$ cat src/rtl/clk_step_ctrl.sv
// rtl/clk_step_ctrl.sv - divided/stepped CPU clock generator with debounced step key and glitch-free tap/mode switching
// Optional breakpoint halt enabled by defining CLK_STEP_BREAKPOINT_EN.
module clk_step_ctrl #(
    parameter int CNT_W       = 32,
    parameter int SEL_W       = 16,
    parameter int TAP_FAST    = 1,
    parameter int TAP_LO      = 14,
    parameter int DEFAULT_TAP = 25,
    parameter int DB_CNT      = 1000000,
    parameter int STEP_HI     = 4,
    parameter int LED_W       = 3,
    parameter int LED_SHIFT   = 10
) (
    input  logic             clk,
    input  logic             rst,
    input  logic [SEL_W-1:0] sw,
    input  logic             key_step,
    input  logic [31:0]      pc_in,
    input  logic [31:0]      bp_addr,
    output logic             clk_out,
    output logic             clk_en,
    output logic             bp_hit,
    output logic [LED_W-1:0] LED_clk
);

    localparam int TW  = (CNT_W > 1) ? $clog2(CNT_W) : 1;
    localparam int DBW = $clog2(DB_CNT + 1);
    localparam int HW  = (STEP_HI > 1) ? $clog2(STEP_HI + 1) : 1;
    localparam logic [TW-1:0] DEF_TAP = TW'(DEFAULT_TAP);

`ifdef CLK_STEP_BREAKPOINT_EN
    typedef enum logic [2:0] {
        ST_RUN       = 3'd0,
        ST_STEP_IDLE = 3'd1,
        ST_STEP_HI   = 3'd2,
        ST_HALT      = 3'd3,
        ST_BP_HALT   = 3'd4
    } state_t;
`else
    typedef enum logic [2:0] {
        ST_RUN       = 3'd0,
        ST_STEP_IDLE = 3'd1,
        ST_STEP_HI   = 3'd2,
        ST_HALT      = 3'd3
    } state_t;
`endif

    state_t            state, state_next, mode_state;
    logic [CNT_W-1:0]  count;
    logic [TW-1:0]     tap_active, req_tap;
    logic              key_s1, key_s2, db_key, db_prev, press;
    logic [DBW-1:0]    db_cnt;
    logic [HW-1:0]     hi_cnt;
    logic [LED_W-1:0]  step_cnt, led_run;
    logic              armed, clk_next, step_inc;

    function automatic logic [TW-1:0] clamp_tap(input int t);
        return (t >= CNT_W) ? TW'(CNT_W - 1) : TW'(t);
    endfunction

    always_ff @(posedge clk or posedge rst) begin
        if (rst) count <= '0;
        else     count <= count + CNT_W'(1);
    end

    // Lowest set select bit wins, so it is applied last.
    always_comb begin
        req_tap = DEF_TAP;
        for (int k = SEL_W - 1; k >= 5; k--) begin
            if (sw[k]) req_tap = clamp_tap(TAP_LO + k - 5);
        end
        if (SEL_W > 4 && sw[4]) req_tap = clamp_tap(TAP_FAST);
    end

    // Both old and new taps must be low so the output cannot glitch across the swap.
    always_ff @(posedge clk or posedge rst) begin
        if (rst)
            tap_active <= DEF_TAP;
        else if (!clk_out && !count[tap_active] && !count[req_tap])
            tap_active <= req_tap;
    end

    always_ff @(posedge clk or posedge rst) begin
        if (rst) begin
            key_s1 <= 1'b0;
            key_s2 <= 1'b0;
        end else begin
            key_s1 <= key_step;
            key_s2 <= key_s1;
        end
    end

    always_ff @(posedge clk or posedge rst) begin
        if (rst) begin
            db_key  <= 1'b0;
            db_prev <= 1'b0;
            db_cnt  <= '0;
        end else begin
            db_prev <= db_key;
            if (key_s2 == db_key) begin
                db_cnt <= '0;
            end else if (db_cnt == DBW'(DB_CNT - 1)) begin
                db_key <= key_s2;
                db_cnt <= '0;
            end else begin
                db_cnt <= db_cnt + DBW'(1);
            end
        end
    end

    assign press      = db_key & ~db_prev;
    assign mode_state = sw[1] ? ST_HALT : (sw[0] ? ST_STEP_IDLE : ST_RUN);

`ifdef CLK_STEP_BREAKPOINT_EN
    logic bp_pend;

    always_ff @(posedge clk or posedge rst) begin
        if (rst) bp_pend <= 1'b0;
        else     bp_pend <= (state == ST_RUN) && (bp_pend || (clk_en && sw[2] && (pc_in == bp_addr)));
    end
`endif

    always_comb begin
        state_next = state;
        clk_next   = 1'b0;
        step_inc   = 1'b0;
        case (state)
            ST_RUN: begin
                // Only a full rising phase may start a pulse after entering RUN.
                clk_next = count[tap_active] & (clk_out | armed);
                if (!clk_out) begin
`ifdef CLK_STEP_BREAKPOINT_EN
                    if (bp_pend) begin
                        state_next = ST_BP_HALT;
                        clk_next   = 1'b0;
                    end else
`endif
                    if (mode_state != ST_RUN) begin
                        state_next = mode_state;
                        clk_next   = 1'b0;
                    end
                end
            end
            ST_STEP_IDLE: begin
                if (press) begin
                    state_next = ST_STEP_HI;
                    clk_next   = 1'b1;
                    step_inc   = 1'b1;
                end else if (mode_state != ST_STEP_IDLE) begin
                    state_next = mode_state;
                end
            end
            ST_STEP_HI: begin
                clk_next = 1'b1;
                if (hi_cnt == HW'(STEP_HI - 1)) begin
                    state_next = mode_state;
                    clk_next   = 1'b0;
                end
            end
            ST_HALT: begin
                if (mode_state != ST_HALT) state_next = mode_state;
            end
`ifdef CLK_STEP_BREAKPOINT_EN
            ST_BP_HALT: begin
                if (press) begin
                    state_next = ST_STEP_HI;
                    clk_next   = 1'b1;
                    step_inc   = 1'b1;
                end else if (mode_state != ST_RUN) begin
                    state_next = mode_state;
                end
            end
`endif
            default: state_next = ST_HALT;
        endcase
    end

    always_ff @(posedge clk or posedge rst) begin
        if (rst) begin
            state    <= ST_HALT;
            clk_out  <= 1'b0;
            clk_en   <= 1'b0;
            step_cnt <= '0;
            hi_cnt   <= '0;
            armed    <= 1'b0;
        end else begin
            state   <= state_next;
            clk_out <= clk_next;
            clk_en  <= clk_next & ~clk_out;
            if (step_inc) step_cnt <= step_cnt + LED_W'(1);
            if (state == ST_STEP_HI) hi_cnt <= hi_cnt + HW'(1);
            else                     hi_cnt <= '0;
            armed <= (state == ST_RUN) && (armed || !count[tap_active]);
        end
    end

`ifdef CLK_STEP_BREAKPOINT_EN
    always_ff @(posedge clk or posedge rst) begin
        if (rst) bp_hit <= 1'b0;
        else     bp_hit <= (state_next == ST_BP_HALT);
    end

    logic unused_in;
    assign unused_in = sw[3];
`else
    assign bp_hit = 1'b0;

    logic unused_in;
    assign unused_in = ^{sw[3:2], pc_in, bp_addr};
`endif

    // Heartbeat bits beyond the counter width read as zero.
    for (genvar i = 0; i < LED_W; i++) begin : g_led
        if (LED_SHIFT + i < CNT_W) begin : g_in
            assign led_run[i] = count[LED_SHIFT + i];
        end else begin : g_out
            assign led_run[i] = 1'b0;
        end
    end

    assign LED_clk = (state == ST_RUN) ? led_run : step_cnt;

endmodule

$ cat config.mk
export PLATFORM = sky130hd
export DESIGN_NAME = clk_step_ctrl
export DESIGN_NICKNAME = d
export VERILOG_FILES = /design/src/rtl/clk_step_ctrl.sv
export SDC_FILE = /design/constraint.sdc
export NUM_CORES = 1
export LEC_CHECK = 0
export BUFFER_PORTS_ARGS = -buffer_cell sky130_fd_sc_hd__buf_4
export CAP_MARGIN = 10
export CORE_UTILIZATION = 55
export CTS_BUF_LIST = sky130_fd_sc_hd__clkbuf_8
export DETAILED_ROUTE_END_ITERATION = 7
export PLACE_DENSITY = 0.81
export SLEW_MARGIN = 20
export SYNTH_ARGS = -nofsm -noshare
export SYNTH_HDL_FRONTEND = slang
export SYNTH_SLANG_ARGS = --single-unit
$ cat constraint.sdc
create_clock -name clk -period 5.05 [get_ports clk]
set_input_delay 0.7575 -clock clk [delete_from_list [all_inputs] [get_ports clk]]
set_output_delay 0.7575 -clock clk [all_outputs]
set_load 0.1 [all_outputs]
After elaboration in Yosys (flattened, before gate mapping)
Cells that the tools add are included.
Cells by class
  add/sub/neg operators: 4
  $lt $le $gt $ge: 2
  equal/unequal tests: 13
  muxes and demuxes: 35
  bitwise logic cells: 7
  reductions and logical operators: 11
Operator list (count)
  $mux W5: 11
  $mux W20: 2
  $add A32 B1 Y32 const B: 1
  $mux W3: 8
  $add A20 B1 Y20 const B: 1
  $eq A20 B20 Y1 const B: 1
  $lt A5 B6 Y1 const B: 2
  $pmux W3 S4: 1
  $bmux W1 S5: 2
  $ne A2 B2 Y1 const B: 5
  $eq A3 B2 Y1 const B: 3
  $mux W1: 9
  $add A3 B1 Y3 const B: 2
  $reduce_and A5 Y1: 1
  $and A1 B1 Y1: 3
  $eq A3 B1 Y1 const B: 1
  $logic_and A1 B1 Y1: 3
  $logic_not A1 Y1: 3
  $logic_not A3 Y1: 1
  $ne A3 B3 Y1 const B: 1
  $not A1 Y1: 3
  $pmux W1 S3: 1
  $reduce_bool A3 Y1: 1
  $mux W2: 1
  5 further kinds: 5
Storage, ports and cells
  register bits: 73
  input port bits: 83
  output and inout bits: 6
  word-level logic and storage cells: 85

Longest topological paths before layout
Gate-level depths: netlist of the first run.
  depth after elaboration: 16
  gate-level depth with buffers: 8
  depth with buffers taken out: 7

Worst setup path after synthesis of the first run
OpenSTA, ideal clock, no wires.
  path kind: input to register
  start: input port sw[5]
  end: register tap_active[3]
  library setup time: 0.089 ns
  arrival time: 2.458 ns
  required time: 4.961 ns
  setup slack: 2.503 ns
  stages on the path: 6
  buffers on the path: 0
  cells stage by stage: or3_1 > o221a_2 > a2111oi_0 > o22ai_1 > or2_2 > a211oi_1
Between the ends
  word-level cells in the longest chain between the ends: 6
RTL lines
  from (decl): RTL line 16  | input logic [SEL_W-1:0] sw,
  $mux W5 (*): RTL line 70  | if (sw[k]) req_tap = clamp_tap(TAP_LO + k - 5);
  $mux W5 (*): RTL line 72  | if (SEL_W > 4 && sw[4]) req_tap = clamp_tap(TAP_FAST);
  $bmux W1 S5: RTL line 79  | else if (!clk_out && !count[tap_active] && !count[req_tap])
  $mux W1 (not written as such): RTL line 79
  $logic_not A1 Y1: RTL line 79
  $logic_and A1 B1 Y1: RTL line 79
  to (signal assigned): RTL line 80  | tap_active <= req_tap;
  to (decl): RTL line 50  | logic [TW-1:0] tap_active, req_tap;
Mark *: on every way between the ends. The rest lies on a longest branch, timed or not. The select of a mux whose other input is x is not followed.
A chain may end at the register's enable or synchronous reset.

Worst setup path after layout of the first run
  start: register tap_active[1]
  end: register tap_active[0]
Between the ends
  word-level cells in the longest chain between the ends: 5
RTL lines (RTL line)
  $bmux W1 S5: 79
  $mux W1 (not written as such): 79
  $logic_not A1 Y1: 79
  $logic_and A1 B1 Y1 (2 in a row): 79
Every way passes these cells. The select of a mux whose other input is x is not followed.

==> impl_results.md, run 1 <==
* Core Region at 6756 um^2
* Clock Sinks at 72
* Drt pass-1 iters at 4
* Clock slew at reported path FFs at 80 ps
* Final net count at 476
* Max capacitance violation total at 0
* Initial core utilization at 56.70%
* Critical Path End Type: flip-flop
* Routed WL at 7.718 mm
* Post-Syn Instances at 365
* Clock power frac at 34.3%
* Via count at 2,811
* I/O pins at 89
* Reg power frac at 44.2%
* Clock Latency Late Sink at 350 ps
* DRT iter0 DRCs at 198
* Number of antenna violations at the first check in global routing at 0
* GRT Overall Usage at 23.47%
* Share of cells above drive strength 1 at 15.52%
* CTS HTree Levels at 3
* Worst Hold Class: in2async
* Pwr Density at 379.6 nW/um^2
* Status: finished, final reports clean
* FF-to-FF path depth at 7
* Cell taking the most area after synthesis: dfrtp_1
* TritonCTS clock tree: yes
* WL per Instance at 16.32 um
* Async set or reset register ratio after synthesis at 100.0%
* Clock Skews at 12.03 ps
* Setup_tns at 0 ps
* Post-layout instance area at 4280 um^2
* Post-CTS Setup Bufs at 0
* Post-route DRC violation count at 0
* Max FO, Critical Path at 12
* Hold_ws at 324.4 ps
* Vias in the first global route at 2,754
* Data required, critical path at 5340 ps
* Synth warnings at 0
* First-pass GRT wire length at 13.28 mm
* Arrival time worst endpoint at 3230 ps
* FP Rows at 30
* Placed instance area at 4038 um^2
* Area grow syn2layout at 11.72%
* Final ANT Viol Nets at 0
* P_int at 1.127 mW
* TritonCTS Buffers at 9
* Top cells by count, synth: dfrtp_1, nor2_1, xnor2_1
* Combinational Power Share at 21.5%
* Register Area at 1808 um^2
* Sw power at 498.2 uW
* Detail Placement HPWL at 5.336 mm
* Unique masters post-synth at 54
* Fmax at 339.3 MHz
* Post-Syn Nets at 453
* Mean Syn Cell Area at 10.50 um^2
* Final Core Density at 63.35%
* Final Critical Period at 2947 ps
* Die Area at 7303 um^2
* Crit Path Class: reg2reg
* CTS Root Cell: clkbuf_8
* Mapped Area at 3831 um^2
* Register area share after synthesis at 47.19%
* Most common cell in the netlist: dfrtp_1
* Tcrit/Tclk final at 58.36%
* Placer Congestion at 0.8044
* Fill count at 543
* Post-synth top flop: dfrtp_1
* Die width at 85.46 um
* Ant. Diodes at 0
* Share of the synthesized area in the top cell type at 43.76%
* FF+latch count, synth at 72
* Cts repair resizes at 0
* Die Y at 85.46 um
* Max transition margin at 29.77%
* Number of synthesized flops with an enable pin at 0
* PortBufs at 21
* Vias per cell at 5.943
* Worst Max-Slew Pin Slew at 1039 ps
* Final number of setup-violating endpoints at 0
* Worst VDD drop at 176.0 uV
* Startpoint Class: flip-flop
* Multi-input gate area at 1919 um^2
* Hold buffer count at CTS at 0
* Synth top area cells: dfrtp_1, xnor2_1, nor2_1, xor2_1, mux4_1
* Sw frac at 30.66%
* Slew Limit Fails at 0
* RSZ-0062 raised after global routing: false
* LEAKAGE at 1.954 nW
* Final Hold Fails at 0
* Largest net degree at the start of global routing at 63
* CTS Buffer Depth at 2
* Total grt overflow at 0
==> registers in the layout, indices dropped and copies added, names as in the netlist <==
| signal | cells |
|---|---|
| count | 32 |
| db_cnt | 20 |
| tap_active | 5 |
| hi_cnt | 3 |
| step_cnt | 3 |
| state | 2 |
| armed | 1 |
| clk_en | 1 |
| clk_out | 1 |
| db_key | 1 |
| db_prev | 1 |
| key_s1 | 1 |
| key_s2 | 1 |
==> layer usage <==
layer	track usage [%]	share of wire (%)	routed length, um	vias up
li1	-	-	-	1344
met1	31.85	45	3509	1401
met2	37.09	49	3816	56
met3	6.420	4.4	340	10
met4	6.970	0.66	51	0
met5	0	0	0	-
==> critical path: stages (launching register included) <==
cell and delay (ps):
dfrtp_1 710, mux4_1 660, mux2i_1 160, nor3b_1 90, nor3b_4 330, nand4_4 240
or4_1 590, nand3_1 110
==> logic make-up after synthesis <==
kind of cell / share of synthesized area, %
AND/OR/NAND/NOR: 21.85
flip-flops: 47.19
XOR/XNOR: 11.66
AO/OA/AOI/OAI: 6.107
multiplexers: 8.752
buffers and inverters: 2.711
adder cells (fa/ha/maj): 1.633
other: 0.09788
==> worst paths after layout <==
check,start,to,slack (ps)
setup / recovery,tap_active[1]$_DFFE_PP0P_,tap_active[0]$_DFFE_PP1P_,2100
hold / removal,rst,count[17]$_DFF_PP0_,320
setup reg to reg,tap_active[1]$_DFFE_PP0P_,tap_active[0]$_DFFE_PP1P_,2100
hold reg to reg,key_s1$_DFF_PP0_,key_s2$_DFF_PP0_,370
max in group asynchronous,rst,clk_en$_DFF_PP0_,3700
min in group clk,key_s1$_DFF_PP0_,key_s2$_DFF_PP0_,370
==> final cells by class <==
cell class / count / share of cell area [%]
clock buffers: 9 / 2.894
clock inverters: 7 / 2.777
inverters: 12 / 1.052
multi-input cells: 271 / 44.84
flip-flops and latches: 72 / 42.24
well taps: 80 / 2.338
repair buffers: 22 / 3.859
==> power groups by stage <==
| stage | Sequential [mW] | Clock (mW) | Combinational (mW) |
|---|---|---|---|
| after CTS | 0.717 | 0.569 | 0.350 |
| after global placement | 0.724 | 0 | 0.340 |
| final | 0.719 | 0.557 | 0.349 |
| after floorplan | 0.729 | 0 | 0.281 |
| after global routing | 0.724 | 0.593 | 0.384 |
| after detailed placement | 0.727 | 0 | 0.349 |
==> placed cells by master (no fill, tap or decap), drive strengths merged, types with 5 or more instances in the layout <==
cell type  instances
dfrtp             67
nor2              49
xnor2             32
nand3             26
nand2             22
buf               22
xor2              19
inv               15
and3              14
mux2i             11
nor3              10
clkbuf             9
nand4              8
nor4               7
mux4               6
mux2               6
and4               5
ha                 5
dfstp              5
==> per-stage QoR <==
step,instances,setup WS [ps],total power [mW]
after floorplan,365,2476,1.010
after global placement,457,2211,1.064
after detailed placement,457,2058,1.076
after CTS,473,2141,1.636
after global routing,473,1971,1.701
final,473,2103,1.625
No activity file was read; power rests on OpenSTA's default activity.
==> run 2: changes to the inputs <==
- ABC_AREA: default -> 1
- clock period: 5.05 -> 2.95 ns (I/O delays scaled with it)
==> run 2 against run 1 <==
Net effect: via count up 26%; global-route usage down 0.23 points; critical path type unchanged; total power up 84%.
==> impl_results.md, run 2 <==
* CTS Buffer Depth at 2
* CTS HTree Levels at 3
* Initial core utilization at 56.84%
* Register area share after synthesis at 43.85%
* Worst path max stage delay at 420 ps
* RSZ-0062 raised after global routing: false
* LEAKAGE at 2.239 nW
* Largest register FFs at 32
* WL per Instance at 13.04 um
* Startpoint Class: flip-flop
* Detail Placement HPWL at 6.115 mm
* Fill count at 639
* Arrival time worst endpoint at 2650 ps
* Post-Syn Instances at 519
* Share of the synthesized area in the top cell type at 40.67%
* GRT Overall Usage at 23.24%
* Fmax at 415.7 MHz
* Data required, critical path at 3200 ps
* Die Area at 7846 um^2
* Vias per cell at 5.432
* DRT iter0 DRCs at 171
* Tcrit/Tclk final at 81.55%
* Ant. Diodes at 0
* Mapped Area at 4123 um^2
* Worst Path Buf+Inv at 2
* Number of synthesized flops with an enable pin at 0
* Most common cell in the netlist: nand2_1
* Post-synth top flop: dfrtp_1
* Vias in the first global route at 3,199
* PortBufs at 21
* Critical Path End Type: flip-flop
* Most frequent cells in the layout: nand2_1, inv_1, nand3_1, dfrtp_1, nor2_1
* Clock Skews at 9.621 ps
* Final number of setup-violating endpoints at 0
* TritonCTS Buffers at 9
* Max transition margin at 57.25%
* Unique masters post-synth at 40
* Top delay family on crit path: simple AND/OR/NAND/NOR gates
* CTS Root Cell: clkbuf_8
* I/O pins at 89
* Post-route DRC violation count at 0
* Die width at 88.58 um
* Cts repair resizes at 0
* CP dominant cell by count: nand3_1
* Final ANT Viol Nets at 0
* Top cells by count, synth: nand2_1, inv_1, dfrtp_1, nand3_1, nor2_1
* TritonCTS clock tree: yes
* First-pass GRT wire length at 13.85 mm
* Core Region at 7253 um^2
* Area grow syn2layout at 12.81%
* Final Hold Fails at 0
* Hold buffer count at CTS at 0
* Critical path's slowest cell: dfrtp_1
* Post-Layout Cell Count at 651
* Top Registers: count: 32 flops, db_cnt: 20 flops, tap_active: 5 flops
* FF+latch count, synth at 72
* Via count at 3,536
* Clock slew at reported path FFs at 80 ps
* Most common cell after layout, fill and taps aside: nand2_1
* Max capacitance violation total at 0
* Post-CTS Setup Bufs at 0
* Final Core Density at 64.12%
* Register Area at 1808 um^2
* Final Critical Period at 2406 ps
* Met3 wire length at 536 um
* Register with the most flip-flops: count
* Placer Congestion at 0.9209
* Slew Limit Fails at 0
* WL met1 at 3.698 mm
* Cell taking the most area after synthesis: dfrtp_1
* Setup_tns at 0 ps
* Max FO, Critical Path at 4
* Worst Max-Slew Pin Slew at 640.3 ps
* Met2 WL post-DR at 4.122 mm
* Async set or reset register ratio after synthesis at 100.0%
* Multi-input gate area at 1952 um^2
* Final net count at 635
* Synth warnings at 0
* Largest net degree at the start of global routing at 44
* Share of cells above drive strength 1 at 14.67%
* Placed Cells at 635
* Total grt overflow at 0
* Drt pass-1 iters at 5
* FP Rows at 31
* Mean Syn Cell Area at 7.944 um^2
* Post-Syn Nets at 607
* Clock Latency Late Sink at 370 ps
* Routed WL at 8.487 mm
* Die Y at 88.58 um
* Status: finished, final reports clean
* Highest routed layer: met4
* Pwr Density at 644.0 nW/um^2
* Number of antenna violations at the first check in global routing at 0
* Worst Hold Class: in2async
* Worst VDD drop at 606.1 uV
* Critical Path, Cell by Cell: inv_1 -> nor3_1 -> nand3_1 -> nor2_1 -> inv_2 -> nor2_1 -> nand3_1 -> nor3_1 -> nand3_1 -> xor2_1
* Crit Path Class: reg2reg
* Clock Sinks at 72
* Synth top area cells: dfrtp_1, nand3_1, nand2_1, xor2_1, inv_1
==> run 2: worst paths after layout <==
check | startpoint | to | slack [ps] | depth (start not counted)
hold reg to reg | key_s1$_DFF_PP0_ | key_s2$_DFF_PP0_ | 360 | 0
min in group clk | key_step | key_s1$_DFF_PP0_ | 180 | 1
max in group asynchronous | rst | tap_active[0]$_DFFE_PP1P_ | 2070 | 3
setup reg to reg | count[2]$_DFF_PP0_ | count[29]$_DFF_PP0_ | 540 | 10
hold / removal | rst | hi_cnt[2]$_DFF_PP0_ | 160 | 2
setup / recovery | count[2]$_DFF_PP0_ | count[29]$_DFF_PP0_ | 540 | 10
==> run 2: cell families (layout without fill, tap and decap cells) <==
kind of cell             Yosys count  after routing  share of synthesized area [%]
adder cells (fa/ha/maj)            5              5                          1.517
flip-flops                        72             72                          43.85
buffers and inverters             93            126                          8.801
other                              1              1                        0.09096
multiplexers                       2              2                         0.5462
AND/OR/NAND/NOR                  238            238                          28.32
XOR/XNOR                          36             36                          7.648
AO/OA/AOI/OAI                     72             72                          9.226
==> run 2: final cells by class <==
type	count	area share [%]
well taps	99	2.663
clock inverters	6	2.314
flip-flops and latches	72	38.88
inverters	85	6.914
clock buffers	10	2.959
repair buffers	25	4.305
multi-input cells	354	41.97
==> run 2: power by group <==
part	total (mW)	internal (mW)	switching (mW)
registers	1.18	1.09	0.0940
logic	0.841	0.241	0.600
clock network	0.970	0.583	0.386
==> run 2: worst register-to-register path: cells and delay by family, from the launching register on <==
family / cells / cell delay [ps]
XOR/XNOR: 1 / 170
AND/OR/NAND/NOR: 7 / 1560
flip-flops: 1 / 420
buffers and inverters: 2 / 150
==> run 2: metrics by stage <==
stage / setup slack (ps) / hold slack, ps / power (mW) / area [um^2]
3_5_place_dp: 424.5 / 338.6 / 2.033 / 4405
3_3_place_gp: 515.4 / 346.6 / 2.004 / 4405
4_1_cts: 545.9 / 165.6 / 3.000 / 4651
2_1_floorplan: 350.7 / 331.2 / 1.829 / 4123
5_1_grt: 292.9 / 165.1 / 3.144 / 4651
6_report: 544.3 / 161.2 / 2.995 / 4651
==> run 2: per-layer routing <==
layer / up-vias / GRT usage, %
met5: - / 0
met4: 0 / 7.625
met3: 15 / 7.649
met2: 119 / 38.46
met1: 1645 / 28.76
li1: 1757 / -
==> run 3: changes to the inputs <==
- ABC_AREA: 1 -> 0
- CORE_UTILIZATION: 55 -> 50
- PLACE_DENSITY: 0.81 -> 0.78
- clock period: 2.95 -> 2.1 ns (I/O delays scaled with it)
==> run 3 against run 2 <==
Net effect: the run now ends with setup timing left; critical path depth shrank 1; global-route usage up 0.69 points; wire length rose by 4.7%; total power increased by 40%; final cell count is 14% lower.
==> impl_results.md, run 3 (synthesis gave the netlist of run 1 again) <==
* Status: finished with violations
* Failing checks: setup timing
* Core Region at 7331 um^2
* FP Rows at 31
* Vias in the first global route at 2,994
* I/O pins at 89
* Most frequent cells in the layout: buf_4, dfrtp_1, nor2_1, xnor2_1, nand3_1
* Pwr Density at 857.4 nW/um^2
* TritonCTS Buffers at 9
* Clock slew at reported path FFs at 80 ps
* Startpoint Class: flip-flop
* Hold_ws at 23.95 ps
* Fill count at 520
* Post-route DRC violation count at 0
* Final number of setup-violating endpoints at 7
* Max FO, Critical Path at 6
* Final Core Density at 66.53%
* Most common cell after layout, fill and taps aside: buf_4
* Critical Path, Cell by Cell: buf_12 -> buf_4 -> mux4_2 -> o2bb2ai_2 -> o22ai_2 -> nor3b_4 -> nand4_4 -> or4_4 -> nand3_2
* Clock Skews at 8.990 ps
* Number of antenna violations at the first check in global routing at 0
* Register with the most flip-flops: count
* Data required, critical path at 2400 ps
* PortBufs at 21
* Top Registers: count: 32 flops, db_cnt: 20 flops, tap_active: 5 flops
* Placer Congestion at 0.8676
* LEAKAGE at 2.270 nW
* Gr busiest metal: met2
* Met3 Track Usage GR at 6.464%
* Drt pass-1 iters at 4
* Crit Path Class: reg2reg
* Largest net degree at the start of global routing at 28
* Arrival time worst endpoint at 2700 ps
* Detail Placement HPWL at 6.291 mm
* Share of cells above drive strength 1 at 32.24%
* CTS Root Cell: clkbuf_8
* Worst VDD drop at 419.0 uV
* Clock Latency Late Sink at 360 ps
* WL per Instance at 15.93 um
* Total power at 4.182 mW
* Worst Hold Class: in2async
* Ant. Diodes at 0
* Hold buffer count at CTS at 0
* TritonCTS clock tree: yes
* CTS HTree Levels at 3
* Vias per cell at 5.536
* Final Hold Fails at 0
* Largest register FFs at 32
* Tcrit/Tclk final at 114.6%
* Die width at 89.54 um
* Die Y at 89.54 um
* Worst path max stage delay at 520 ps
* GRT Overall Usage at 23.93%
* Max capacitance violation total at 0
* Max transition margin at 59.58%
* Fmax at 415.6 MHz
* Worst Max-Slew Pin Slew at 605.0 ps
* Via count at 3,089
* Top delay family on crit path: simple AND/OR/NAND/NOR gates
* RSZ-0062 raised after global routing: true
* GR Layer Usage met2 at 40.60%
* Final net count at 542
* DRT iter0 DRCs at 189
* Initial core utilization at 52.26%
* CTS Buffer Depth at 2
* Final ANT Viol Nets at 0
* Final Critical Period at 2406 ps
* Clock Sinks at 72
* Total grt overflow at 0
* Critical path's slowest cell: or4_4
* Area grow syn2layout at 27.30%
* Critical Path End Type: flip-flop
* First-pass GRT wire length at 14.10 mm
* Die Area at 8017 um^2
* GR Util met1 at 29.73%
* Slew Limit Fails at 0
* Worst Path Buf+Inv at 2
* Setup ws final at -305.9 ps
* Routed WL at 8.890 mm
run 3: metal layers:
layer  part of all wire (%)  vias to the layer above
met1                     43                     1547
met4                    1.7                        0
met2                     52                       57
li1                       -                     1469
met3                    3.3                       16
met5                      0                        -
run 3: what timing repair did:
action,4_1_cts,5_1_grt
pin swaps,2,3
setup buffers,2,3
setup endpoints to repair,7,31
endpoints found under the hold margin,0,0
resized for setup,8,11
run 3: worst paths after layout:
check | from | to | slack [ps] | depth (start not counted)
worst min-delay path | rst | db_cnt[9]$_DFF_PP0_ | 20 | 2
max in group asynchronous | rst | db_cnt[0]$_DFF_PP0_ | 1460 | 3
worst max-delay path | tap_active[1]$_DFFE_PP0P_ | tap_active[0]$_DFFE_PP1P_ | -310 | 9
worst min register to register | key_s1$_DFF_PP0_ | key_s2$_DFF_PP0_ | 360 | 0
worst max register to register | tap_active[1]$_DFFE_PP0P_ | tap_active[0]$_DFFE_PP1P_ | -310 | 9
min in group clk | key_step | key_s1$_DFF_PP0_ | 60 | 1
run 3: layout make-up:
| class | instances | area (um^2) | share of cell area, % |
|---|---|---|---|
| multi-input cells | 271 | 1979 | 40.58 |
| flip-flops and latches | 72 | 1809 | 37.10 |
| repair buffers | 88 | 689.4 | 14.14 |
| clock buffers | 9 | 123.9 | 2.540 |
| well taps | 99 | 123.9 | 2.540 |
| clock inverters | 7 | 102.6 | 2.104 |
| inverters | 12 | 48.80 | 1.001 |
run 3: per-stage QoR:
stage | setup slack [ps] | setup TNS, ps | cells | area [um^2]
5_1_grt | -409.2 | -2341 | 558 | 4877
3_3_place_gp | -326.6 | -1712 | 539 | 4568
6_report | -305.9 | -1491 | 558 | 4877
4_1_cts | -293.4 | -1312 | 555 | 4822
2_1_floorplan | -279.9 | -372.6 | 365 | 3840
3_5_place_dp | -357.1 | -2060 | 539 | 4568
run 3: report_power, final:
group          internal, mW  switching [mW]  total [mW]
clock network         0.683           0.562        1.24
registers              1.54           0.161        1.70
logic                 0.609           0.629        1.24
total                  2.83            1.35        4.18
